$ cat config.mk
export PLATFORM = sky130hd
export DESIGN_NAME = videocard_launch_sequencer
export DESIGN_NICKNAME = d
export VERILOG_FILES = /design/src/rtl/videocard_seq_pkg.sv /design/src/rtl/sync_edge_detect.sv /design/src/rtl/videocard_launch_sequencer.sv
export SDC_FILE = /design/constraint.sdc
export NUM_CORES = 1
export LEC_CHECK = 0
export CAP_MARGIN = 20
export CORE_MARGIN = 2
export CORE_UTILIZATION = 55
export DETAILED_ROUTE_END_ITERATION = 6
export PLACE_DENSITY = 0.94
export RECOVER_POWER = 100
export SLEW_MARGIN = 0
export SYNTH_ARGS = -nofsm -noshare
export SYNTH_HDL_FRONTEND = slang
export SYNTH_SLANG_ARGS = --single-unit
export TNS_END_PERCENT = 100
$ cat constraint.sdc
create_clock -name clk -period 3.3 [get_ports clk]
set_input_delay 0.66 -clock clk [delete_from_list [all_inputs] [get_ports clk]]
set_output_delay 0.66 -clock clk [all_outputs]
set_load 0.02 [all_outputs]
$ cat src/rtl/videocard_seq_pkg.sv
// Shared types and defaults for the videocard launch sequencer, core array and control block.
package videocard_seq_pkg;

   localparam int unsigned DefCores = 4;
   localparam int unsigned DefPassW = 8;

   typedef enum logic [2:0] {
      StIdle   = 3'd0,
      StLaunch = 3'd1,
      StWait   = 3'd2,
      StNext   = 3'd3,
      StFinish = 3'd4
   } seq_state_e;

endpackage

$ cat src/rtl/sync_edge_detect.sv
// Two-flop synchroniser for a slow level from another clock domain, plus a rising-edge pulse.
module sync_edge_detect (
   input  logic clk,
   input  logic rst_n,
   input  logic async_i,
   output logic rise_o
);

   logic meta_q, sync_q, prev_q;

   always_ff @(posedge clk or negedge rst_n) begin
      if (!rst_n) begin
         meta_q <= 1'b0;
         sync_q <= 1'b0;
         prev_q <= 1'b0;
      end else begin
         meta_q <= async_i;
         sync_q <= meta_q;
         prev_q <= sync_q;
      end
   end

   assign rise_o = sync_q & ~prev_q;

endmodule

$ cat src/rtl/videocard_launch_sequencer.sv
// Multi-pass launch sequencer for the videocard cores; start level in, finish level out.
// Optional WAIT-state watchdog is compiled in when SEQ_TIMEOUT_EN is defined.
module videocard_launch_sequencer
   import videocard_seq_pkg::*;
#(
   parameter int unsigned CORES     = DefCores,
   parameter int unsigned PASS_W    = DefPassW,
   parameter int unsigned DONE_HOLD = 4
`ifdef SEQ_TIMEOUT_EN
   ,
   parameter int unsigned TIMEOUT   = 1024
`endif
) (
   input  logic              clk,
   input  logic              rst_n,
   input  logic              start_req,
   input  logic [PASS_W-1:0] passes,
   output logic [CORES-1:0]  core_start,
   input  logic [CORES-1:0]  core_done,
   output logic              busy,
   output logic              finish,
   output logic [PASS_W-1:0] pass_count,
   output logic              error
);

   localparam int unsigned HoldW = $clog2(DONE_HOLD + 1);

   seq_state_e        state_q, state_d;
   logic [PASS_W-1:0] passes_q, passes_d;
   logic [PASS_W-1:0] pass_count_q, pass_count_d;
   logic [CORES-1:0]  mask_q, mask_d;
   logic [HoldW-1:0]  hold_q, hold_d;
   logic              start_evt;

   sync_edge_detect u_start_sync (
      .clk     (clk),
      .rst_n   (rst_n),
      .async_i (start_req),
      .rise_o  (start_evt)
   );

`ifdef SEQ_TIMEOUT_EN
   localparam int unsigned WaitW = $clog2(TIMEOUT);
   logic [WaitW-1:0] wait_cnt_q, wait_cnt_d;
   logic             error_q, error_d;
`endif

   always_comb begin
      state_d      = state_q;
      passes_d     = passes_q;
      pass_count_d = pass_count_q;
      mask_d       = mask_q;
      hold_d       = hold_q;
      core_start   = '0;
`ifdef SEQ_TIMEOUT_EN
      wait_cnt_d   = wait_cnt_q;
      error_d      = error_q;
`endif
      unique case (state_q)
         StIdle: begin
            if (start_evt) begin
               passes_d     = (passes == '0) ? PASS_W'(1) : passes;
               pass_count_d = '0;
               mask_d       = '0;
`ifdef SEQ_TIMEOUT_EN
               error_d      = 1'b0;
`endif
               state_d      = StLaunch;
            end
         end
         StLaunch: begin
            core_start = '1;
            // Clear and capture in one step so a done pulse in the launch cycle is kept.
            mask_d     = core_done;
`ifdef SEQ_TIMEOUT_EN
            wait_cnt_d = '0;
`endif
            state_d    = StWait;
         end
         StWait: begin
            mask_d = mask_q | core_done;
            if (&mask_d) begin
               state_d = StNext;
            end
`ifdef SEQ_TIMEOUT_EN
            else if (wait_cnt_q == WaitW'(TIMEOUT - 1)) begin
               error_d = 1'b1;
               hold_d  = HoldW'(DONE_HOLD - 1);
               state_d = StFinish;
            end else begin
               wait_cnt_d = wait_cnt_q + 1'b1;
            end
`endif
         end
         StNext: begin
            pass_count_d = pass_count_q + 1'b1;
            if (pass_count_d == passes_q) begin
               hold_d  = HoldW'(DONE_HOLD - 1);
               state_d = StFinish;
            end else begin
               state_d = StLaunch;
            end
         end
         StFinish: begin
            if (hold_q == '0) begin
               state_d = StIdle;
            end else begin
               hold_d = hold_q - 1'b1;
            end
         end
         default: state_d = StIdle;
      endcase
   end

   always_ff @(posedge clk or negedge rst_n) begin
      if (!rst_n) begin
         state_q      <= StIdle;
         passes_q     <= '0;
         pass_count_q <= '0;
         mask_q       <= '0;
         hold_q       <= '0;
      end else begin
         state_q      <= state_d;
         passes_q     <= passes_d;
         pass_count_q <= pass_count_d;
         mask_q       <= mask_d;
         hold_q       <= hold_d;
      end
   end

`ifdef SEQ_TIMEOUT_EN
   always_ff @(posedge clk or negedge rst_n) begin
      if (!rst_n) begin
         wait_cnt_q <= '0;
         error_q    <= 1'b0;
      end else begin
         wait_cnt_q <= wait_cnt_d;
         error_q    <= error_d;
      end
   end

   assign error = error_q;
`else
   assign error = 1'b0;
`endif

   assign busy       = (state_q != StIdle);
   assign finish     = (state_q == StFinish);
   assign pass_count = pass_count_q;

endmodule

==> results of run 1 <==
## logic make-up (layout without fill, tap and decap cells)
group | count (synthesis) | after routing | share of synthesized area [%]
mux | 7 | 7 | 4.98
other cells | 1 | 1 | 0.237
buf+inv | 16 | 41 | 6.49
fa+ha+maj | 3 | 3 | 2.37
flops | 29 | 29 | 45.9
xor+xnor | 10 | 10 | 5.54
compound gates | 34 | 34 | 16.0
simple gates | 54 | 54 | 18.5
## cell usage in the layout (no fill, tap or decap), types with 2 or more instances in the layout
master	synthesis	routed
dlygate4sd3_1	0	16
clkinv_2	0	2
xnor2_1	7	7
nand3_1	6	7
xor2_1	3	3
nor2b_1	2	2
a21oi_1	2	2
clkbuf_4	0	5
o31ai_1	5	5
and3_2	2	2
nor2_1	9	9
clkdlybuf4s50_1	0	12
nand4_1	3	3
o21ai_0	10	11
ha_1	3	3
nor3b_1	2	2
or3_1	3	3
mux2_2	7	7
and2_1	2	2
inv_1	4	4
nor3_1	3	3
o22ai_1	2	2
a22o_1	6	6
nand2_1	16	16
o21a_1	3	3
dfrtp_1	29	29
## sequential cells by signal, indices dropped and copies added, names as in the netlist
register / cells
hold_q: 3
state_q: 3
mask_q: 4
u_start_sync.meta_q: 1
passes_q: 8
u_start_sync.sync_q: 1
pass_count: 8
u_start_sync.prev_q: 1
## final cells by class
cell class              count  area share (%)
multi-input cells         109            39.7
flip-flops and latches     29            39.1
repair buffers             29            15.3
well taps                  31            2.09
clock buffers               5            2.02
clock inverters             3           0.945
inverters                   4           0.810
## metal layers
metal / GRT usage [%] / share of wire [%] / vias up
met1: 26.2 / 43 / 591
met4: 8.97 / 1.9 / 0
met2: 36.4 / 52 / 23
met3: 6.03 / 3.1 / 7
li1: - / - / 584
met5: 0 / 0 / -
## worst max-delay path, cell delays in order (launching register included)
cell	delay, ns
dfrtp_1	0.47
nor2_1	0.20
and2_1	0.20
dlygate4sd3_1	0.69
## stage by stage
step | setup slack, ns | hold slack (ns) | instances | instance area [µm²] | util, %
floorplan | 1.35 | 0.331 | 154 | 1580 | -
global placement | 1.23 | 0.333 | 202 | 1820 | 66.6
detailed placement | 1.16 | 0.354 | 202 | 1820 | 66.6
CTS | 0.760 | 0.376 | 210 | 1880 | 68.6
global route | 0.590 | 0.400 | 210 | 1850 | 67.8
finish | 0.727 | 0.369 | 210 | 1850 | 67.8
## worst paths after layout
path | start | to | slack, ns | cells after the start
worst max register to register | pass_count[0] | hold_q[0] | 1.10 | 7
min in group asynchronous | rst_n | pass_count[1] | 1.22 | 2
max in group asynchronous | rst_n | pass_count[2] | 1.20 | 2
worst min register to register | u_start_sync.meta_q | u_start_sync.sync_q | 0.37 | 0
worst max-delay path | state_q[2] | core_start[1] | 0.73 | 3
worst min-delay path | u_start_sync.meta_q | u_start_sync.sync_q | 0.37 | 0
## power groups by stage
stage	Combinational [mW]	Clock, mW	Sequential, mW
5_1_grt	0.717	0.239	0.612
2_1_floorplan	0.535	0	0.563
3_5_place_dp	0.677	0	0.605
4_1_cts	0.685	0.217	0.597
3_3_place_gp	0.648	0	0.591
6_report	0.654	0.210	0.596
==> results by group, run 1 <==
Status
  – Outcome: completed

Placement
  – Placer Congestion: 0.851
  – Dpl hpwl: 2.36 mm
  – I/O Buffers: 28

Detailed routing
  – DR DRC count: 0
  – Vias per cell: 5.74
  – Iter 0 DRT Violations: 22
  – Via count: 1205
  – Total routed wirelength: 3.16 mm
  – Wirelength per Cell: 15.0 µm
  – Antenna-violating nets left: 0
  – DRT Pass-1 Iters: 4

Global routing
  – Number of global-route vias before repair: 1150
  – Initial antenna violation count: 0
  – Largest net degree at the start of global routing: 30
  – Grt ovf: 0
  – Total Routing Usage GR: 21.6%
  – First-pass GRT wire length: 5.35 mm

Clocking
  – Root Buffer: clkbuf_4
  – CTS tree: built
  – Max clock buf depth: 2
  – CTS Buf Count: 5
  – Buffer count from post-CTS setup fixing: 0
  – Clk Latency, worst-skew pair: 0.35 ns
  – Htree depth: 2
  – Post-CTS sizing: 0
  – Hold-fix buffers, CTS: 0
  – CTS clock-pin slew for the worst setup and hold paths: 0.10 ns
  – Clock sinks: 29

Floorplanning
  – I/O Pins: 30
  – Die H: 57.6 µm
  – Core ar.: 0.00273 mm²
  – Die ar.: 0.00332 mm²
  – Number of core rows: 19
  – Starting Density: 57.8%
  – Chip width: 57.6 µm

Power
  – Combinational power share: 44.8%
  – Sw power: 0.602 mW
  – Peak supply drop: 585 µV
  – Switching Share: 41.2%
  – Pwr Density: 788 mW/mm²
  – Internal power: 0.859 mW
  – Sequential Power Share: 40.8%
  – Pleak: 0.787 nW
  – Clk pwr share: 14.4%
  – Tot Pwr: 1.46 mW

Yosys
  – Synthesized netlist net count: 172
  – Yosys top cell by area: dfrtp_1
  – Register area share after synthesis: 45.9%
  – Top-count cell post-synth: dfrtp_1
  – Synth top area share: 45.9%
  – Synth warn: 0
  – Syn Inst Count: 154
  – Ys async rst share: 100%
  – Dominant synthesized flop cell: dfrtp_1
  – Synth cell count leaders: dfrtp_1 (29), nand2_1 (16), o21ai_0 (10)
  – Mapped Avg Cell Area: 10.3 µm²
  – Cell variety after synth: 40
  – Area contributors post-synth: dfrtp_1 (46%), mux2_2 (5.0%), xnor2_1 (3.9%), nand2_1 (3.8%), a22o_1 (3.3%)
  – Number of synthesized flops with an enable pin: 0
  – Synth Register Bits: 29
  – Cell Area, Synth: 0.00158 mm²

Critical path
  – Worst Path Max Fanout: 9
  – Worst EP required: 2.64 ns
  – Crit end category: output pin
  – Crit path DAT: 1.91 ns
  – Critical Path Start Type: register
  – Critical path type: register to output pin

Layout
  – Layout cells sized above 1: 11.7%
  – Diode count: 0
  – Number of fill cells: 199
  – Area Growth Syn to Fin: 17.2%
  – Area of the multi-input gates: 736 µm²
  – Sequential cell area: 726 µm²
  – # nets final: 196

STA
  – Pins over their slew limit: 0
  – Relative slew slack: 1.62%
  – Final Cycle Share: 78.0%
  – Crit path time final: 2.57 ns
  – Max Fclk: 0.389 GHz
  – RSZ-0062 raised after global routing: no
  – Clock skew: 0.0147 ns
  – Worst-Margin Slew: 1.48 ns
  – Setup_tns: 0 ns
  – Final Hold Viols: 0
  – Finish-stage setup viols: 0

Hold path
  – HP Class: register to register

Run
  – Max Cap Violations: 0
Note: power is estimated with default switching activity, not from simulation.
==> run 2, diff against run 1 <==
CORE_UTILIZATION = 51   (was 55)
PLACE_DENSITY = 0.88   (was 0.94)
clock period = 2.7 ns   (was 3.3 ns; I/O delays follow)
==> run 2 against run 1 <==
  * Critical path type unchanged
  * Die area is 7.3% higher
  * Hold slack got worse by 0.0049 ns
  * Sequential power grew 22%
  * Sequential cell count unchanged
  * First-iteration DRC count rose by 82%
  * Design area about the same
  * Critical endpoint unchanged
  * Largest power group unchanged
==> results by group, run 2 (synthesized netlist as in run 1, its figures left out) <==
Layout
  – Diode count: 0 (unchanged)
  – Area Growth Syn to Fin: 17.2% (about the same)
  – Layout cells sized above 1: 11.2% (was 11.7%)
  – Most frequent cells in the layout: dfrtp_1 (29), nand2_1 (16), dlygate4sd3_1 (16) (unchanged)
  – Cell area after layout: 0.00185 mm² (about the same)
  – Layout Utilization: 61.7% (was 67.8%)
  – Final Non-Filler Cells: 212 (was 210)
  – # nets final: 196 (unchanged)
  – Most common cell after layout, fill and taps aside: dfrtp_1 (unchanged)

STA
  – Hold Slack: 0.365 ns (was 0.369 ns)
  – Final Hold Viols: 0 (unchanged)
  – Relative slew slack: 1.67% (was 1.62%)
  – Final WS setup: 0.257 ns (was 0.727 ns)
  – Crit path time final: 2.44 ns
  – Clock skew: 0.0163 ns (was 0.0147 ns)
  – Finish-stage setup viols: 0 (unchanged)
  – Final Cycle Share: 90.5%
  – Max Fclk: 0.409 GHz
  – Pins over their slew limit: 0 (unchanged)
  – RSZ-0062 raised after global routing: no (unchanged)
  – Setup_tns: 0 ns (unchanged)
  – Worst-Margin Slew: 1.48 ns (about the same)

Global routing
  – Total Routing Usage GR: 21.1% (was 21.6%)
  – Largest net degree at the start of global routing: 30 (unchanged)
  – Number of global-route vias before repair: 1236 (was 1150)
  – Grt ovf: 0 (unchanged)
  – First-pass GRT wire length: 5.51 mm (was 5.35 mm)
  – Initial antenna violation count: 0 (unchanged)

Critical path
  – Reg2reg path depth: 7 (unchanged)
  – CP max stage delay: 0.68 ns (was 0.69 ns)
  – Crit-path slowest cell: dlygate4sd3_1 (unchanged)
  – Worst Path Max Fanout: 9 (unchanged)
  – Worst EP required: 2.16 ns (was 2.64 ns)
  – Crit path max-delay family: buffers and inverters (unchanged)
  – Critical Path Start Type: register (unchanged)
  – Critical path type: register to output pin (unchanged)
  – Crit path buffers/inverters: 1 (unchanged)
  – WP depth: 3 (unchanged)
  – Crit end category: output pin (unchanged)
  – Crit-path cells: nor2_1 -> and2_1 -> dlygate4sd3_1 (unchanged)
  – Crit path DAT: 1.90 ns (was 1.91 ns)

Clocking
  – Post-CTS sizing: 0 (unchanged)
  – Root Buffer: clkbuf_4 (unchanged)
  – CTS tree: built (unchanged)
  – Buffer count from post-CTS setup fixing: 0 (unchanged)
  – Max clock buf depth: 2 (unchanged)
  – Hold-fix buffers, CTS: 0 (unchanged)
  – Clk Latency, worst-skew pair: 0.34 ns (was 0.35 ns)
  – Htree depth: 2 (unchanged)
  – CTS clock-pin slew for the worst setup and hold paths: 0.10 ns (about the same)
  – CTS Buf Count: 5 (unchanged)
  – Clock sinks: 29 (unchanged)

Status
  – Outcome: completed (unchanged)

Floorplanning
  – Core ar.: 0.00300 mm² (was 0.00273 mm²)
  – I/O Pins: 30 (unchanged)
  – Die ar.: 0.00356 mm² (was 0.00332 mm²)
  – Die H: 59.7 µm (was 57.6 µm)
  – Number of core rows: 20 (was 19)
  – Chip width: 59.7 µm (was 57.6 µm)
  – Starting Density: 52.7% (was 57.8%)

Placement
  – Placed Area: 0.00182 mm² (about the same)
  – Dpl hpwl: 2.46 mm (was 2.36 mm)
  – Setup WS pre-CTS: 0.668 ns (was 1.16 ns)
  – Placer Congestion: 0.806 (was 0.851)
  – I/O Buffers: 28 (unchanged)
  – Post-Place Cells: 204 (was 202)

Hold path
  – Worst Hold Depth: 0 (unchanged)
  – HP Class: register to register (unchanged)

Power
  – Peak supply drop: 435 µV (was 585 µV)
  – Pwr Density: 963 mW/mm² (was 788 mW/mm²)
  – Pleak: 0.788 nW (was 0.787 nW)
  – Tot Pwr: 1.79 mW (was 1.46 mW)

Detailed routing
  – Wirelength per Cell: 15.3 µm (was 15.0 µm)
  – DR DRC count: 0 (unchanged)
  – Iter 0 DRT Violations: 40 (was 22)
  – Total routed wirelength: 3.24 mm (was 3.16 mm)
  – Antenna-violating nets left: 0 (unchanged)
  – DRT Pass-1 Iters: 4 (unchanged)
  – Vias per cell: 5.92 (was 5.74)
  – Via count: 1256 (was 1205)

Run
  – Max Cap Violations: 0 (unchanged)
## run 2: worst paths after layout
path	from	to	slack (ns)
worst max-delay path	state_q[2]	core_start[1]	0.26
worst min-delay path	u_start_sync.meta_q	u_start_sync.sync_q	0.36
worst max register to register	pass_count[0]	hold_q[1]	0.52
worst min register to register	u_start_sync.meta_q	u_start_sync.sync_q	0.36
max in group asynchronous	rst_n	passes_q[4]	0.75
min in group asynchronous	rst_n	state_q[0]	1.08
## run 2: metal layers
metal  vias up  wire length [µm]  global-route usage, %  share of wire, %
li1        587                 -                      -                 -
met3        10               154                   3.90               4.8
met2        42              1620                   34.3                50
met1       617              1370                   25.6                42
met4         0                87                   13.0               2.7
met5         -                 0                      0                 0
## run 2: power by group
part,switching [mW],internal [mW]
Clock,0.152,0.0989
Combinational,0.428,0.377
Sequential,0.154,0.576
## run 2: layout make-up
class / instances / area (µm²)
timing repair buffer: 29 / 284
tap: 33 / 41.3
multi-input combinational: 109 / 736
fill: 250 / 1150
clock inverter: 2 / 10.0
clock buffer: 6 / 41.3
sequential: 29 / 726
inverter: 4 / 15.0
